## src/rtl/at_cmd_sequencer.sv

```systemverilog
// ESP8266 bring-up sequencer: streams three AT commands to the UART transmitter,
// waits for OK/ERROR or a timeout on the UART receiver, and retries failed commands.
module at_cmd_sequencer #(
    parameter int TIMEOUT_CYCLES = 100_000_000,
    parameter int MAX_RETRY      = 3
) (
    input  logic       clk,
    input  logic       reset_n,
    input  logic       start,
    input  logic       tx_done_tick,
    input  logic       rx_done_tick,
    input  logic [7:0] rx_data,
    output logic       tx_start,
    output logic [7:0] tx_data,
    output logic       busy,
    output logic       done,
    output logic       error,
    output logic [1:0] cmd_idx,
    output logic [1:0] retry_cnt
);

    localparam int CNT_W = (TIMEOUT_CYCLES > 2) ? $clog2(TIMEOUT_CYCLES) : 1;
    localparam logic [CNT_W-1:0] CNT_LAST  = CNT_W'(TIMEOUT_CYCLES - 1);
    localparam logic [CNT_W-1:0] CNT_SAT   = {CNT_W{1'b1}};
    localparam logic [1:0]       RETRY_LIM = 2'(MAX_RETRY);

    localparam logic [7:0] CH_NUL = 8'h00;
    localparam logic [7:0] CH_LF  = 8'h0A;
    localparam logic [7:0] CH_O   = 8'h4F;
    localparam logic [7:0] CH_K   = 8'h4B;
    localparam logic [7:0] CH_E   = 8'h45;
    localparam logic [7:0] CH_R   = 8'h52;

    typedef enum logic [2:0] {
        S_IDLE,
        S_SEND,
        S_WAIT_TX,
        S_WAIT_RSP,
        S_DONE,
        S_FAIL
    } state_t;

    // Command script; each command ends on LF, the list ends on NUL.
    function automatic logic [7:0] rom_byte(input logic [4:0] a);
        case (a)
            5'd0:    rom_byte = 8'h41;
            5'd1:    rom_byte = 8'h54;
            5'd2:    rom_byte = 8'h0D;
            5'd3:    rom_byte = 8'h0A;
            5'd4:    rom_byte = 8'h41;
            5'd5:    rom_byte = 8'h54;
            5'd6:    rom_byte = 8'h45;
            5'd7:    rom_byte = 8'h30;
            5'd8:    rom_byte = 8'h0D;
            5'd9:    rom_byte = 8'h0A;
            5'd10:   rom_byte = 8'h41;
            5'd11:   rom_byte = 8'h54;
            5'd12:   rom_byte = 8'h2B;
            5'd13:   rom_byte = 8'h43;
            5'd14:   rom_byte = 8'h57;
            5'd15:   rom_byte = 8'h4D;
            5'd16:   rom_byte = 8'h4F;
            5'd17:   rom_byte = 8'h44;
            5'd18:   rom_byte = 8'h45;
            5'd19:   rom_byte = 8'h3D;
            5'd20:   rom_byte = 8'h31;
            5'd21:   rom_byte = 8'h0D;
            5'd22:   rom_byte = 8'h0A;
            default: rom_byte = CH_NUL;
        endcase
    endfunction

    state_t           state_q, state_d;
    logic [4:0]       addr_q, addr_d;
    logic [4:0]       base_q, base_d;
    logic [CNT_W-1:0] cnt_q, cnt_d;
    logic [7:0]       hist1_q, hist1_d;
    logic [7:0]       hist0_q, hist0_d;
    logic             tx_start_q, tx_start_d;
    logic [7:0]       tx_data_q, tx_data_d;
    logic             busy_q, busy_d;
    logic             done_q, done_d;
    logic             error_q, error_d;
    logic [1:0]       cmd_idx_q, cmd_idx_d;
    logic [1:0]       retry_q, retry_d;

    logic [7:0] rom_cur;
    logic [7:0] rom_next;
    logic       ok_hit;
    logic       err_hit;
    logic       timeout;

    assign rom_cur  = rom_byte(addr_q);
    assign rom_next = rom_byte(addr_q + 5'd1);
    assign ok_hit   = rx_done_tick && (rx_data == CH_K) && (hist1_q == CH_O);
    assign err_hit  = rx_done_tick && (rx_data == CH_R) && (hist1_q == CH_R) && (hist0_q == CH_E);
    assign timeout  = (cnt_q == CNT_LAST);

    always_comb begin
        state_d    = state_q;
        addr_d     = addr_q;
        base_d     = base_q;
        cnt_d      = cnt_q;
        hist1_d    = hist1_q;
        hist0_d    = hist0_q;
        tx_start_d = 1'b0;
        tx_data_d  = tx_data_q;
        busy_d     = busy_q;
        done_d     = done_q;
        error_d    = error_q;
        cmd_idx_d  = cmd_idx_q;
        retry_d    = retry_q;

        case (state_q)
            S_IDLE, S_DONE, S_FAIL: begin
                if (start) begin
                    addr_d    = 5'd0;
                    base_d    = 5'd0;
                    cmd_idx_d = 2'd0;
                    retry_d   = 2'd0;
                    done_d    = 1'b0;
                    error_d   = 1'b0;
                    busy_d    = 1'b1;
                    state_d   = S_SEND;
                end
            end
            S_SEND: begin
                tx_data_d  = rom_cur;
                tx_start_d = 1'b1;
                state_d    = S_WAIT_TX;
            end
            S_WAIT_TX: begin
                if (tx_done_tick) begin
                    if (rom_cur == CH_LF) begin
                        cnt_d   = '0;
                        hist1_d = CH_NUL;
                        hist0_d = CH_NUL;
                        state_d = S_WAIT_RSP;
                    end else begin
                        addr_d  = addr_q + 5'd1;
                        state_d = S_SEND;
                    end
                end
            end
            S_WAIT_RSP: begin
                if (cnt_q != CNT_SAT) begin
                    cnt_d = cnt_q + CNT_W'(1);
                end
                if (rx_done_tick) begin
                    hist0_d = hist1_q;
                    hist1_d = rx_data;
                end
                // OK outranks a timeout landing on the same cycle.
                if (ok_hit) begin
                    retry_d   = 2'd0;
                    cmd_idx_d = cmd_idx_q + 2'd1;
                    addr_d    = addr_q + 5'd1;
                    base_d    = addr_q + 5'd1;
                    if (rom_next == CH_NUL) begin
                        done_d  = 1'b1;
                        busy_d  = 1'b0;
                        state_d = S_DONE;
                    end else begin
                        state_d = S_SEND;
                    end
                end else if (err_hit || timeout) begin
                    if (retry_q < RETRY_LIM) begin
                        retry_d = retry_q + 2'd1;
                        addr_d  = base_q;
                        state_d = S_SEND;
                    end else begin
                        error_d = 1'b1;
                        busy_d  = 1'b0;
                        state_d = S_FAIL;
                    end
                end
            end
            default: state_d = S_IDLE;
        endcase
    end

    always_ff @(posedge clk or negedge reset_n) begin
        if (!reset_n) begin
            state_q    <= S_IDLE;
            addr_q     <= 5'd0;
            base_q     <= 5'd0;
            cnt_q      <= '0;
            hist1_q    <= CH_NUL;
            hist0_q    <= CH_NUL;
            tx_start_q <= 1'b0;
            tx_data_q  <= 8'h00;
            busy_q     <= 1'b0;
            done_q     <= 1'b0;
            error_q    <= 1'b0;
            cmd_idx_q  <= 2'd0;
            retry_q    <= 2'd0;
        end else begin
            state_q    <= state_d;
            addr_q     <= addr_d;
            base_q     <= base_d;
            cnt_q      <= cnt_d;
            hist1_q    <= hist1_d;
            hist0_q    <= hist0_d;
            tx_start_q <= tx_start_d;
            tx_data_q  <= tx_data_d;
            busy_q     <= busy_d;
            done_q     <= done_d;
            error_q    <= error_d;
            cmd_idx_q  <= cmd_idx_d;
            retry_q    <= retry_d;
        end
    end

    assign tx_start  = tx_start_q;
    assign tx_data   = tx_data_q;
    assign busy      = busy_q;
    assign done      = done_q;
    assign error     = error_q;
    assign cmd_idx   = cmd_idx_q;
    assign retry_cnt = retry_q;

endmodule

```

## config.mk

```make
export PLATFORM = sky130hd
export DESIGN_NAME = at_cmd_sequencer
export DESIGN_NICKNAME = d
export VERILOG_FILES = /design/src/rtl/at_cmd_sequencer.sv
export SDC_FILE = /design/constraint.sdc
export NUM_CORES = 1
export LEC_CHECK = 0
export CAP_MARGIN = 5
export CORE_UTILIZATION = 64
export DETAILED_ROUTE_END_ITERATION = 6
export PLACE_DENSITY_LB_ADDON = 0.05
export SLEW_MARGIN = 30
export SYNTH_ARGS = -nofsm -noshare
export SYNTH_HDL_FRONTEND = slang
export SYNTH_SLANG_ARGS = --single-unit
```

## constraint.sdc

```tcl
create_clock -name clk -period 4.8 [get_ports clk]
set_input_delay 0.48 -clock clk [delete_from_list [all_inputs] [get_ports clk]]
set_output_delay 0.48 -clock clk [all_outputs]
set_load 0.02 [all_outputs]
```

# ---- Word-level counts from Yosys, hierarchy flattened
# Memory sizes are Yosys's and may differ from the RTL's.
# Cells that the tools add are included.
dict set report op_classes {
  n_addsub 4
  order_cmp 1
  eq_ne 28
  n_mux 49
  n_reduce_logical 21
}
# operator count
set op_table {}
lappend op_table {{$mux 27} 3}
lappend op_table {{$pmux 27 s2} 1}
lappend op_table {{$eq 8x7->1 const B} 5}
lappend op_table {{$mux 5} 7}
lappend op_table {{$mux 8} 4}
lappend op_table {{$pmux 8 s2} 2}
lappend op_table {{$add 27x1->27 const B} 1}
lappend op_table {{$eq 27x27->1 const B} 1}
lappend op_table {{$ne 27x27->1 const B} 1}
lappend op_table {{$ne 2x2->1 const B} 11}
lappend op_table {{$mux 3} 6}
lappend op_table {{$reduce_and 4->1} 4}
lappend op_table {{$pmux 5 s3} 1}
lappend op_table {{$mux 1} 12}
lappend op_table {{$mux 2} 6}
lappend op_table {{$ne 3x3->1 const B} 4}
lappend op_table {{$pmux 3 s4} 1}
lappend op_table {{$pmux 5 s2} 1}
lappend op_table {{$reduce_and 5->1} 2}
lappend op_table {{$eq 8x4->1 const B} 1}
lappend op_table {{$logic_not 8->1} 1}
lappend op_table {{$pmux 2 s2} 2}
lappend op_table {{$eq 3x2->1 const B} 2}
lappend op_table {{$eq 3x3->1 const B} 2}
lappend op_table {{other kinds (13)} 22}
dict set report totals {
  ff_bits 72
  romBits 448
  in_bits 13
  output_inout_bits 16
  wordCells 118
  mem_count 2
}
# memory depth width read_ports rd_ports_with_merged_regs wr line
set mem_list {}
lappend mem_list {{(name not given)} 32 7 1 0 0 45} ;# case (a)
lappend mem_list {{(name not given)} 32 7 1 0 0 45}

# ---- Logic depth before layout (Yosys ltp)
dict set report depth {
  word_depth 8
  mapped_depth 11
  depth_no_buf 9
}

# ---- Worst setup path after synthesis
# Ideal clock, no wire load.
dict set report synth_path {
  path_kind {flip-flop to flip-flop}
  from {register addr_q[0]}
  to {register cnt_q[15]}
  setup_ps 78
  t_arrival_ps 2820
  required_ps 4722
  path_slack_ps 1902
  stages_incl_launch_ff 12
  path_buffers 2
  period_less_slack_ps 2898
  path_cell_list {dfrtp_1 -> buf_4 -> inv_1 -> ha_1 -> nor2b_1 -> nor3_1 -> a221oi_1 -> or4b_1 -> o31a_1 -> buf_2 -> or3_1 -> a21oi_1}
}
dict set report synth_between {
  elab_chain_len 4
}
# item line
set synth_lines {}
lappend synth_lines {{start: declaration} 74} ;# logic [4:0] addr_q, addr_d;
lappend synth_lines {{start signal: assignment} 199} ;# addr_q <= addr_d;
lappend synth_lines {{$mem_v2 32x7} --}
lappend synth_lines {{$eq 8x4->1} 134} ;# if (rom_cur == CH_LF) begin
lappend synth_lines {{$ne 2x2->1 (no source line)} --}
lappend synth_lines {{$reduce_and 4->1 (no source line)} --}
lappend synth_lines {{end signal: assignment} 201} ;# cnt_q <= cnt_d;
lappend synth_lines {{end: declaration} 76} ;# logic [CNT_W-1:0] cnt_q, cnt_d;
# Every way passes these cells.
# A chain may end at the register's enable or synchronous reset.

# ---- Worst setup path after layout
dict set report layout_path {
  from {register addr_q[0]}
  to {register cnt_q[25]}
}
# Same word-level chain as after synthesis.

==> out/summary.txt <==
Cells after Synth: 471
Die Area: 6680 sq um
Num Clock Sinks: 71
critical path class: reg -> reg
DR vias: 3570
# rows: 28
initial drt markers: 277
Post-Syn Nets: 494
DR vias/cell: 6.32
Ant. Diodes: 0
final setup fails: 0
htree depth: 3
Hold Slack: 0.220 ns
Reg clk slew, reported paths: 0.08 ns
register area: 1780 sq um
die height: 81.7 microns
unrepaired setup endpoints after global routing: no
Syn Area/Cell: 8.64 sq um
first-pass GRT wire length: 15000 microns
layout cells sized above 1: 0.0592
starting density of the core: 0.675
async set or reset register ratio after synthesis: 1.00
FILL cells: 452
post-synth top area share: 0.437
routability cong.: 0.901
Post-Route Skew: 0.00975 ns
antenna violations before repair: 0
element type at the critical path end: flip-flop
#FFs+latches synth: 71
status: complete, no violations
Resized cells post-CTS: 0
Top FF cell, synth: dfrtp_1
CP arrival: 3.84 ns
EDFF count, synth: 0
final hold viol count: 0
total global-route track usage: 0.295
remaining routing DRC violations: 0
worst-case clock buffer depth: 2
Worst-Margin Slew: 0.896 ns
Post-Syn Area: 4070 sq um
LEAKAGE: 1.85 nW
largest net degree at the start of global routing: 72
worst skew pair latency: 0.35 ns
max-cap violations: 0
maximum clock frequency: 0.281 GHz
core area: 6030 sq um
IO buf count: 27
CTS tree: yes
Die X: 81.7 microns
setup_tns: 0 ns
Required @ worst endpoint: 5.08 ns
Max-slew headroom: 0.397
commonest non-fill, non-tap cell in the layout: nand2_1
maximum VDD drop: 0.000330 V
pwr/cell area: 523 nW/um^2
Final ANT Viol Nets: 0
Crit Path Max Fanout: 36
Final Slew Violations: 0
CTS root buf: clkbuf_8
Hold Buf Count CTS: 0
post-CTS setup buffers: 0
yosys warns: 0
vias in the first global route: 3204
post-DP HPWL: 6240 microns
Final nets: 509
worst hold path class: in -> async
synth unique cells: 57
area grow syn2layout: 11.3%
synth top area cells: dfrtp_1 44%, nand2_1 6.6%, o21ai_0 5.4%, a21oi_1 4.7%, or3_1 3.2%
minimum clock period: 3.56 ns
top cell type by total area after synthesis: dfrtp_1
commonest non-fill, non-tap cells in the layout: 72 x nand2_1, 71 x dfrtp_1, 44 x o21ai_0, 38 x a21oi_1, 32 x nor2_1
Num CTS Buffers: 9
area occupied by multi-input gates: 2130 sq um
drt first pass iters: 6
post-synthesis sequential area ratio: 0.437
Final Cycle Share: 0.742
# IOs: 29
critical path launch point type: flip-flop
final WL: 9180 microns
grt ovf: 0
wire length per cell: 16.2 microns
routing by layer:
layer | vias up | global-route usage | part of all wire
li1 | 1739 | - | -
met1 | 1694 | 0.410 | 0.46
met2 | 119 | 0.464 | 0.46
met3 | 18 | 0.0500 | 0.053
met4 | 0 | 0.111 | 0.020
met5 | - | 0 | 0
layout make-up:
type                            count  area share
Inverter                            7     0.00580
Tap cell                           75      0.0207
Clock inverter                      5      0.0130
Timing Repair Buffer               31      0.0661
Sequential cell                    71       0.392
Multi-Input combinational cell    366       0.472
Clock buffer                       10      0.0304
registers in the layout, indices dropped and copies added, names as in the netlist:
name / count
done: 1
tx_start: 1
hist0_q: 8
retry_cnt: 2
hist1_q: 8
error: 1
addr_q: 5
busy: 1
cnt_q: 27
cmd_idx: 2
tx_data: 7
state_q: 3
base_q: 5
synth_stat cells, drive strengths merged (3+ instances only):
library cell and count:
and4 3, or4 6, nor4b 3, mux2i 6, a21o 4, nor4bb 3
mux2 6, o31ai 8, o21ai 45, nor4 4, buf 8, inv 7
and2 7, or3 21, dfrtp 71, nor2 32, a21oi 38, nand2 72
clkbuf 19, and3 12, nand2b 4, a221oi 3, a211oi 4, nor3 12
nand3 16, nand4 13, ha 10
final timing paths:
path | from | endpoint | slack (ns) | cells after the start
max | addr_q[0] | cnt_q[25] | 1.24 | 9
min | reset_n | base_q[2] | 0.22 | 2
max reg2reg | addr_q[0] | cnt_q[25] | 1.24 | 9
min reg2reg | base_q[1] | base_q[1] | 0.49 | 2
max in group asynchronous | reset_n | cnt_q[22] | 4.14 | 2
min in group clk | base_q[1] | base_q[1] | 0.49 | 2
logic make-up (layout without fill, tap and decap cells):
family,Yosys count,count (layout),share of synthesized area
flip-flops,71,71,0.437
multiplexers,12,12,0.0314
other,1,1,0.000922
adder cells (fa/ha/maj),10,10,0.0308
AO/OA/AOI/OAI,118,118,0.171
XOR/XNOR,4,4,0.00861
buffers and inverters,34,53,0.0403
AND/OR/NAND/NOR,221,221,0.280
report_power, final:
group	internal (W)	switching, W
Sequential	0.000772	0.000182
Combinational	0.000374	0.000555
Clock	0.000251	0.000236
worst max-delay path, cell delays in order, from the launching register on:
cell and delay [ns]:
dfrtp_1 0.58, inv_1 0.15, ha_1 0.39, nor2b_1 0.18
nor3_1 0.24, a221oi_1 0.12, or4b_1 0.53, o31a_2 0.57
or4_1 0.56, a21oi_1 0.17
metrics by stage:
stage	total power (W)	util	instance area (sq um)	instances	worst slack (ns)
after floorplan	0.00162	-	4070	471	1.90
after global placement	0.00183	0.718	4330	550	1.37
after detailed placement	0.00188	0.718	4330	550	1.17
after CTS	0.00236	0.750	4520	565	1.17
after global routing	0.00254	0.751	4530	565	1.02
final	0.00237	0.751	4530	565	1.24
Note: power is estimated with default switching activity, not from simulation.
